--- config.mk ---
export PLATFORM = sky130hd
export DESIGN_NAME = datapath
export DESIGN_NICKNAME = d
export VERILOG_FILES = /design/src/rtl/datapath_pkg.sv /design/src/rtl/datapath_ram_16x8.sv /design/src/rtl/datapath.sv
export SDC_FILE = /design/constraint.sdc
export NUM_CORES = 1
export LEC_CHECK = 0
export ABC_AREA = 1
export BUFFER_PORTS_ARGS = -buffer_cell sky130_fd_sc_hd__buf_2
export CAP_MARGIN = 15
export CORE_MARGIN = 2
export CORE_UTILIZATION = 65
export DETAILED_ROUTE_END_ITERATION = 16
export GPL_TIMING_DRIVEN = 0
export HOLD_SLACK_MARGIN = 0.02
export PLACE_DENSITY = 0.85
export REMOVE_ABC_BUFFERS = 1
export SETUP_SLACK_MARGIN = 0.02
export SLEW_MARGIN = 20
export SYNTH_ARGS = -nofsm -noshare
export SYNTH_HDL_FRONTEND = slang
export SYNTH_SLANG_ARGS = --single-unit
--- constraint.sdc ---
create_clock -name clk -period 3.11 [get_ports clk]
set_input_delay 0.311 -clock clk [delete_from_list [all_inputs] [get_ports clk]]
set_output_delay 0.311 -clock clk [all_outputs]
set_load 0.1 [all_outputs]
--- src/rtl/datapath_pkg.sv ---
// Shared definitions for the 8-bit computer: control-word bit positions, opcodes
// and default widths. Imported by the datapath and the microcode controller.
package datapath_pkg;

    localparam int unsigned DEFAULT_ADDR_W = 4;
    localparam int unsigned DEFAULT_DATA_W = 8;
    localparam int unsigned CTRL_W         = 12;
    localparam int unsigned OPCODE_W       = 4;
    localparam int unsigned OPERAND_W      = 4;

    // Control-word bit indices
    localparam int HLT       = 11;
    localparam int PC_INC    = 10;
    localparam int PC_EN     = 9;
    localparam int MAR_LOAD  = 8;
    localparam int MEM_EN    = 7;
    localparam int IR_LOAD   = 6;
    localparam int IR_EN     = 5;
    localparam int A_LOAD    = 4;
    localparam int A_EN      = 3;
    localparam int B_LOAD    = 2;
    localparam int ADDER_SUB = 1;
    localparam int ADDER_EN  = 0;

    typedef enum logic [OPCODE_W-1:0] {
        OP_LDA = 4'h0,
        OP_ADD = 4'h1,
        OP_SUB = 4'h2,
        OP_HLT = 4'hF
    } opcode_e;

endpackage

--- src/rtl/datapath_ram_16x8.sv ---
// Program/data RAM: synchronous write port (program load), asynchronous read
// port (drives the bus through the datapath mux). Contents are never reset.
// Ports: clk, we/waddr/wdata (write), raddr/rdata (read).
module ram_16x8 #(
    parameter int unsigned ADDR_W = 4,
    parameter int unsigned DATA_W = 8
) (
    input  logic              clk,
    input  logic              we,
    input  logic [ADDR_W-1:0] waddr,
    input  logic [DATA_W-1:0] wdata,
    input  logic [ADDR_W-1:0] raddr,
    output logic [DATA_W-1:0] rdata
);

    logic [DATA_W-1:0] mem [2**ADDR_W];

    always_ff @(posedge clk) begin
        if (we) begin
            mem[waddr] <= wdata;
        end
    end

    // Zero-latency read: a same-edge write is seen only after the edge.
    assign rdata = mem[raddr];

endmodule

--- src/rtl/datapath.sv ---
// Register-and-bus datapath of the 8-bit computer. Executes one 12-bit control
// word per cycle, moving data over a shared bus between PC, MAR, RAM, IR, A, B
// and the adder.
// Ports: clk, rst (async, active high), ctrl (control word), prog_we/prog_addr/
// prog_data (RAM program load), opcode (IR high nibble to controller), bus,
// a_out, carry, zero, halted (observation), bus_conflict (multiple drivers).
module datapath
    import datapath_pkg::*;
#(
    parameter int unsigned ADDR_W = DEFAULT_ADDR_W,
    parameter int unsigned DATA_W = DEFAULT_DATA_W
) (
    input  logic                clk,
    input  logic                rst,
    input  logic [CTRL_W-1:0]   ctrl,
    input  logic                prog_we,
    input  logic [ADDR_W-1:0]   prog_addr,
    input  logic [DATA_W-1:0]   prog_data,
    output logic [OPCODE_W-1:0] opcode,
    output logic [DATA_W-1:0]   bus,
    output logic [DATA_W-1:0]   a_out,
    output logic                carry,
    output logic                zero,
    output logic                halted,
    output logic                bus_conflict
);

    logic [ADDR_W-1:0] pc_q, mar_q;
    logic [DATA_W-1:0] ir_q, a_q, b_q;
    logic              carry_q, zero_q, halted_q;

    logic [DATA_W-1:0] ram_rdata;
    logic [DATA_W-1:0] b_operand;
    logic [DATA_W:0]   sum_ext;
    logic [4:0]        drivers;

    ram_16x8 #(
        .ADDR_W (ADDR_W),
        .DATA_W (DATA_W)
    ) u_ram (
        .clk   (clk),
        .we    (prog_we),
        .waddr (prog_addr),
        .wdata (prog_data),
        .raddr (mar_q),
        .rdata (ram_rdata)
    );

    // Subtract is A + ~B + 1, so carry out = 1 means no borrow.
    always_comb begin
        b_operand = ctrl[ADDER_SUB] ? ~b_q : b_q;
        sum_ext   = {1'b0, a_q} + {1'b0, b_operand} + {{DATA_W{1'b0}}, ctrl[ADDER_SUB]};
    end

    assign drivers      = {ctrl[MEM_EN], ctrl[ADDER_EN], ctrl[A_EN], ctrl[IR_EN], ctrl[PC_EN]};
    assign bus_conflict = ($countones(drivers) > 1);

    // Fixed-priority mux keeps the bus defined even when drivers collide.
    always_comb begin
        bus = '0;
        if (ctrl[MEM_EN]) begin
            bus = ram_rdata;
        end else if (ctrl[ADDER_EN]) begin
            bus = sum_ext[DATA_W-1:0];
        end else if (ctrl[A_EN]) begin
            bus = a_q;
        end else if (ctrl[IR_EN]) begin
            bus = {{(DATA_W-OPERAND_W){1'b0}}, ir_q[OPERAND_W-1:0]};
        end else if (ctrl[PC_EN]) begin
            bus = {{(DATA_W-ADDR_W){1'b0}}, pc_q};
        end
    end

    // Halt freezes state by gating enables; the clock keeps running.
    always_ff @(posedge clk or posedge rst) begin
        if (rst) begin
            pc_q     <= '0;
            mar_q    <= '0;
            ir_q     <= '0;
            a_q      <= '0;
            b_q      <= '0;
            carry_q  <= 1'b0;
            zero_q   <= 1'b0;
            halted_q <= 1'b0;
        end else if (!halted_q) begin
            if (ctrl[PC_INC]) begin
                pc_q <= pc_q + 1'b1;
            end
            if (ctrl[MAR_LOAD]) begin
                mar_q <= bus[ADDR_W-1:0];
            end
            if (ctrl[IR_LOAD]) begin
                ir_q <= bus;
            end
            if (ctrl[A_LOAD]) begin
                a_q <= bus;
            end
            if (ctrl[B_LOAD]) begin
                b_q <= bus;
            end
            if (ctrl[A_LOAD] && ctrl[ADDER_EN]) begin
                carry_q <= sum_ext[DATA_W];
                zero_q  <= (sum_ext[DATA_W-1:0] == '0);
            end
            if (ctrl[HLT]) begin
                halted_q <= 1'b1;
            end
        end
    end

    assign opcode = ir_q[DATA_W-1 -: OPCODE_W];
    assign a_out  = a_q;
    assign carry  = carry_q;
    assign zero   = zero_q;
    assign halted = halted_q;

endmodule

==> results_dict.tcl, run 1 <==
set metrics [dict create \
    dieArea_um2 12400 \
    gp_congestion 0.905 \
    peakVddDrop_v 0.000629 \
    maxSlewHeadroom 0.390 \
    power_leakage_nw 3.44 \
    antenna_cells 0 \
    core_um2 11300 \
    timing.final.ws_setup_ns 0.148 \
    netSwitchingPower_mw 1.92 \
    cts_max_path_buffers 2 \
    die_w_um 111 \
    io_buffers 50 \
    mostFrequentLayoutCells "nand2_1, edfxtp_1, nor2_1" \
    tightest_slew_ns 0.912 \
    crit_type "flop to output port" \
    layout_commonest_cell "nand2_1" \
    crit_family "flip-flops" \
    crit_path_end_kind "output port" \
    async_flop_share 0.215 \
    max_freq_ghz 0.338 \
    finalMaxSlewViolations 0 \
    synth_cell_type_count 28 \
    required_ns 2.80 \
    ys_seq_area_frac 0.630 \
    grt_util_all_layers 0.290 \
    seqPwrFrac 0.432 \
    dpl.cell_count 886 \
    p_per_area_nw_per_um2 703 \
    cpMaxStageDelayCell "dfrtp_1" \
    nets 806 \
    synth_ff_type "edfxtp_1" \
    cap_violations 0 \
    wl_met1_mm 6.61 \
    dr_wl_met2_mm 8.84 \
    crit_path_frequent_cell "nand2_1" \
    p_int_mw 3.96 \
    die-height_um 111 \
    final_cell_area_um2 8370 \
    cts_buffers 17 \
    wl_per_cell_um 18.9 \
    drcViolationCount 0 \
    drtPass1Iterations 5 \
    clkSinkCount 163 \
    cp-start-kind "flop" \
    cp.arrival_ns 2.65 \
    drive_gt1_frac 0.130 \
    worstSkewPairLatency_ns 0.43 \
    overflow 0 \
    met3_length_mm 1.48 \
    cts-root-buf "clkbuf_16" \
    dpl_cell_area_um2 7700 \
    clk_pin_slew_ns 0.07 \
    ant_nets 0 \
    layout_min_cycle_time_ns 2.96 \
    hpwlAfterDp_mm 10.6 \
    synth_cells 723 \
    num_rows 39 \
    antenna_found_initial 0 \
    status "completed" \
    hold_viol_final 0 \
    crit_chain "nand2_1 -> nand2_1 -> inv_1 -> fa_1 -> xor2_1 -> o211ai_1 -> and2_1 -> clkbuf_4" \
    route.top_layer_used "met4" \
    drtIter0Drc 812 \
    cts_tree "yes" \
    rsz0062_at_grt "no" \
    switching_share 0.327 \
    utilization 0.740 \
    synth-seq-cells 163 \
    syn_area_per_cell_um2 10.4 \
    first_global_vias 5429 \
    n_fill_cell 742 \
    synth_edf_count 128 \
    yosys_warnings 0 \
    final_cells 922 \
    crit_fanout 5 \
    via_count 5581 \
    grt_pass1_wl_mm 27.4 \
    area_delta_synth_final_pct 11.8 \
    clock_power_share 0.348 \
    critPathBufInv 2 \
    synthesis.area_um2 7490 \
    vias_per_cell 6.05 \
    max_stage_delay_ns 0.44 \
    io_pins 51 \
    setup_viol_count_final 0 \
    fin_crit_sh 0.953 \
    totalWireLength_mm 17.4 \
    dpl_worst_slack_ns -0.102 \
    grt_max_degree 57 \
    fin_worst_skew_ns 0.0120 \
    postCtsHoldBufs 0 \
    fin_tns_setup_ns 0 \
    start_util 0.661 \
    p_comb_frac 0.220 \
    h-tree-depth 4 \
    hold_path_class "input pin to async pin" \
]
[layout make-up]
cell class	count	area, um^2	area share
timing repair buffer	55	342	0.0408
clock inverter	14	150	0.0179
inverter	43	175	0.0209
tap	143	179	0.0214
multi-input combinational	486	2370	0.283
sequential	163	4730	0.565
clock buffer	18	429	0.0512
[worst paths after layout]
kind	from	endpoint	slack [ns]	depth (start not counted)
worst max-delay path	a_out[0]	bus[2]	0.15	8
worst min-delay path	rst	halted	0.007	2
worst max register to register	halted	zero	0.68	7
worst min register to register	pc_q[3]	pc_q[3]	0.47	1
max in group asynchronous	rst	mar_q[0]	2.56	2
min in group clk	ctrl[11]	halted	0.07	2
[synth_stat cells, types with 3 or more instances]
cell	number	area (um^2)
o21ai_1	11	55.1
buf_6	11	124
inv_1	38	143
nor2_1	120	450
buf_4	6	45.0
buf_2	12	60.1
o21ai_0	47	235
and2_1	6	37.5
nand3b_1	3	22.5
edfxtp_1	128	3840
dfrtp_1	35	876
ha_1	11	138
a21oi_1	16	80.1
nand3_2	8	80.1
nand4_1	3	18.8
o211ai_1	12	90.1
nand3_1	92	460
xor2_1	10	87.6
xnor2_1	4	35.0
clkinv_1	3	11.3
nand2_1	137	514
[per-stage QoR]
step                      total power, mW  hold slack [ns]
after global placement               3.77            0.462
after floorplan                      3.50            0.410
final                                5.89          0.00710
after global routing                 6.10           0.0552
after CTS                            5.86           0.0215
after detailed placement             3.81            0.461
[power by group through the flow]
stage | registers, mW | logic (mW) | clock network, mW
global route | 2.55 | 1.40 | 2.15
finish | 2.54 | 1.30 | 2.05
CTS | 2.54 | 1.26 | 2.06
floorplan | 2.74 | 0.762 | 0
detailed placement | 2.58 | 1.23 | 0
global placement | 2.59 | 1.18 | 0
[routing by layer]
metal | track usage | up-vias
met5 | 0 | -
met4 | 0.123 | 0
met3 | 0.0659 | 46
met2 | 0.491 | 311
met1 | 0.365 | 2668
li1 | - | 2556
[registers in the layout, summed over array words and instances (netlist names)]
register   count
zero           1
pc_q           4
u_ram.mem    128
carry          1
mar_q          4
a_out          8
ir_q           8
b_q            8
halted         1
[kinds of logic after synthesis]
group           synth area share
simple gates               0.213
flops                      0.630
fa+ha+maj                 0.0237
compound gates            0.0635
xor+xnor                  0.0164
buf+inv                   0.0531
[repair_timing]
item / CTS / global route
setup endpoints to repair: 8 / 8
endpoints found under the hold margin: 0 / 0
buffers inserted: 3 / 1
pin swaps: 0 / 0
resized for setup: 7 / 14
Power figures use the tool's default switching activity.
==> inputs of run 2 (changes only) <==
- CORE_ASPECT_RATIO: default -> 1.4
- CORE_MARGIN: 2 -> default
- SYNTH_HIERARCHICAL: default -> 1
==> results_dict.tcl, run 2 <==
set metrics [dict create \
    io_pins 51 \
    grt_pass1_wl_mm 26.8 \
    vias_per_cell 5.64 \
    cp.arrival_ns 2.70 \
    grt_max_degree 65 \
    final_cell_area_um2 8810 \
    dpl_worst_slack_ns -0.0667 \
    power_leakage_nw 4.09 \
    overflow 0 \
    drtPass1Iterations 5 \
    synth_top_area_frac 0.486 \
    syn_area_per_cell_um2 9.43 \
    clk_pin_slew_ns 0.06 \
    area_delta_synth_final_pct 11.4 \
    synthesis.area_um2 7910 \
    cts-root-buf "clkbuf_16" \
    maxSlewHeadroom 0.456 \
    die_w_um 95.2 \
    crit_fanout 64 \
    synth.most_common_cell "nand2_1" \
    drcViolationCount 0 \
    netlist_top_cells_count "nand2_1, edfxtp_1, inv_1" \
    hold_path_class "input pin to async pin" \
    max_freq_ghz 0.332 \
    crit_type "flop to output port" \
    cpMaxStageDelayCell "dfrtp_2" \
    p_per_area_nw_per_um2 669 \
    fin_crit_sh 0.969 \
    max_stage_delay_ns 0.48 \
    grt_util_all_layers 0.290 \
    start_util 0.669 \
    required_ns 2.80 \
    crit_path_end_kind "output port" \
    top_register "u_ram/mem" \
    yosys_warnings 6 \
    final_cells 1037 \
    drtIter0Drc 425 \
    synth_area_leaders "edfxtp_1, nand2_1, dfrtp_1, nand3_1, inv_1" \
    die-height_um 132 \
    drive_gt1_frac 0.138 \
    ys_seq_area_frac 0.597 \
    timing.final.ws_setup_ns 0.0949 \
    async_flop_share 0.215 \
    crit_chain "buf_12 -> inv_16 -> nand2_1 -> nand3_1 -> nand3_1 -> nand3_1 -> nand2_1 -> or2_2 -> and2_4 -> buf_2" \
    cp-start-kind "flop" \
    n_fill_cell 798 \
    wl_per_cell_um 16.5 \
    synth_edf_count 128 \
    status "completed" \
    nets 917 \
    synth_ff_type "edfxtp_1" \
    num_rows 47 \
    tightest_slew_ns 0.813 \
    yosys.area.top_type "edfxtp_1" \
    hpwlAfterDp_mm 10.7 \
    core_um2 11800 \
    clkSinkCount 163 \
    mostFrequentLayoutCells "nand2_1, edfxtp_1, nand3_1" \
    antenna_cells 0 \
    h-tree-depth 4 \
    cts_tree "yes" \
    synth_cell_type_count 37 \
    postCtsHoldBufs 0 \
    dieArea_um2 12600 \
    post_cts_buffers 0 \
    cap_violations 0 \
    totalWireLength_mm 17.1 \
    finalMaxSlewViolations 0 \
    crit_path_frequent_cell "nand3_1" \
    dpl.cell_count 1005 \
    dpl_cell_area_um2 8150 \
    setup_viol_count_final 0 \
    synth_cells 838 \
    ant_nets 0 \
    via_count 5846 \
    synth-seq-cells 163 \
    largest_reg_flops 128 \
    io_buffers 50 \
    antenna_found_initial 0 \
    rsz0062_at_grt "yes" \
    seq_area_um2 4730 \
    gp_congestion 0.880 \
    worstSkewPairLatency_ns 0.41 \
    hold_viol_final 0 \
    fin_worst_skew_ns 0.00570 \
    reg2regPathDepth 11 \
    cts_max_path_buffers 2 \
    first_global_vias 5834 \
    finalPower_mw 5.89 \
    multiInputGateArea_um2 2450 \
    layout_commonest_cell "nand2_1" \
    layout_min_cycle_time_ns 3.02 \
    cts_buffers 17 \
    peakVddDrop_v 0.000625 \
]
-- run 2: final timing paths --
path,from,to,slack [ns]
setup / recovery,mar_q[0],bus[2],0.09
hold / removal,rst,halted,0.004
setup reg to reg,mar_q[0],ir_q[2],0.88
hold reg to reg,pc_q[3],pc_q[3],0.48
max in group asynchronous,rst,mar_q[1],2.56
min in group clk,ctrl[11],halted,0.08
-- run 2: logic make-up after synthesis --
group                    count (synthesis)  synth area share
XOR/XNOR                                14            0.0165
adder cells (fa/ha/maj)                 13            0.0225
AO/OA/AOI/OAI                           35            0.0255
flip-flops                             163             0.597
AND/OR/NAND/NOR                        448             0.245
buffers and inverters                  165            0.0934
-- run 2: timing repair --
item,CTS,global route
endpoints found under the setup margin,8,6
gates resized for setup,9,6
pin swaps,0,0
-- run 2: critical path, delay by kind of cell, from the launching register on --
kind / cells / cell delay, ns
DFF: 1 / 0.48
and+or+nand+nor: 7 / 1.06
buffers and inverters: 3 / 0.70
-- run 2: power by group --
| part | internal, mW | switching, mW |
|---|---|---|
| logic | 0.320 | 0.910 |
| registers | 2.44 | 0.0852 |
| clock network | 1.28 | 0.858 |
| total | 4.04 | 1.85 |
-- run 2: stage by stage --
step / hold slack (ns) / utilization / setup TNS, ns
6_report: 0.00425 / 0.745 / 0
5_1_grt: 0.0657 / 0.745 / 0
4_1_cts: 0.0280 / 0.744 / 0
3_5_place_dp: 0.465 / 0.690 / -0.202
3_3_place_gp: 0.463 / 0.685 / -40.44
2_1_floorplan: 0.410 / - / -9.36
-- run 2: area by class of cell --
cell class	count	share of cell area
sequential	163	0.536
multi-input combinational	510	0.278
inverter	133	0.0597
clock buffer	17	0.0483
timing repair buffer	52	0.0354
clock inverter	15	0.0216
tap	147	0.0209
-- run 2: layer usage --
layer  GRT usage  wire (um)  up-vias  share of wire
li1            -          -     2763              -
met1       0.318       6120     2732           0.36
met2       0.504       9120      287           0.53
met3      0.0575       1110       64          0.065
met4       0.176        765        0          0.045
met5           0          0        -              0
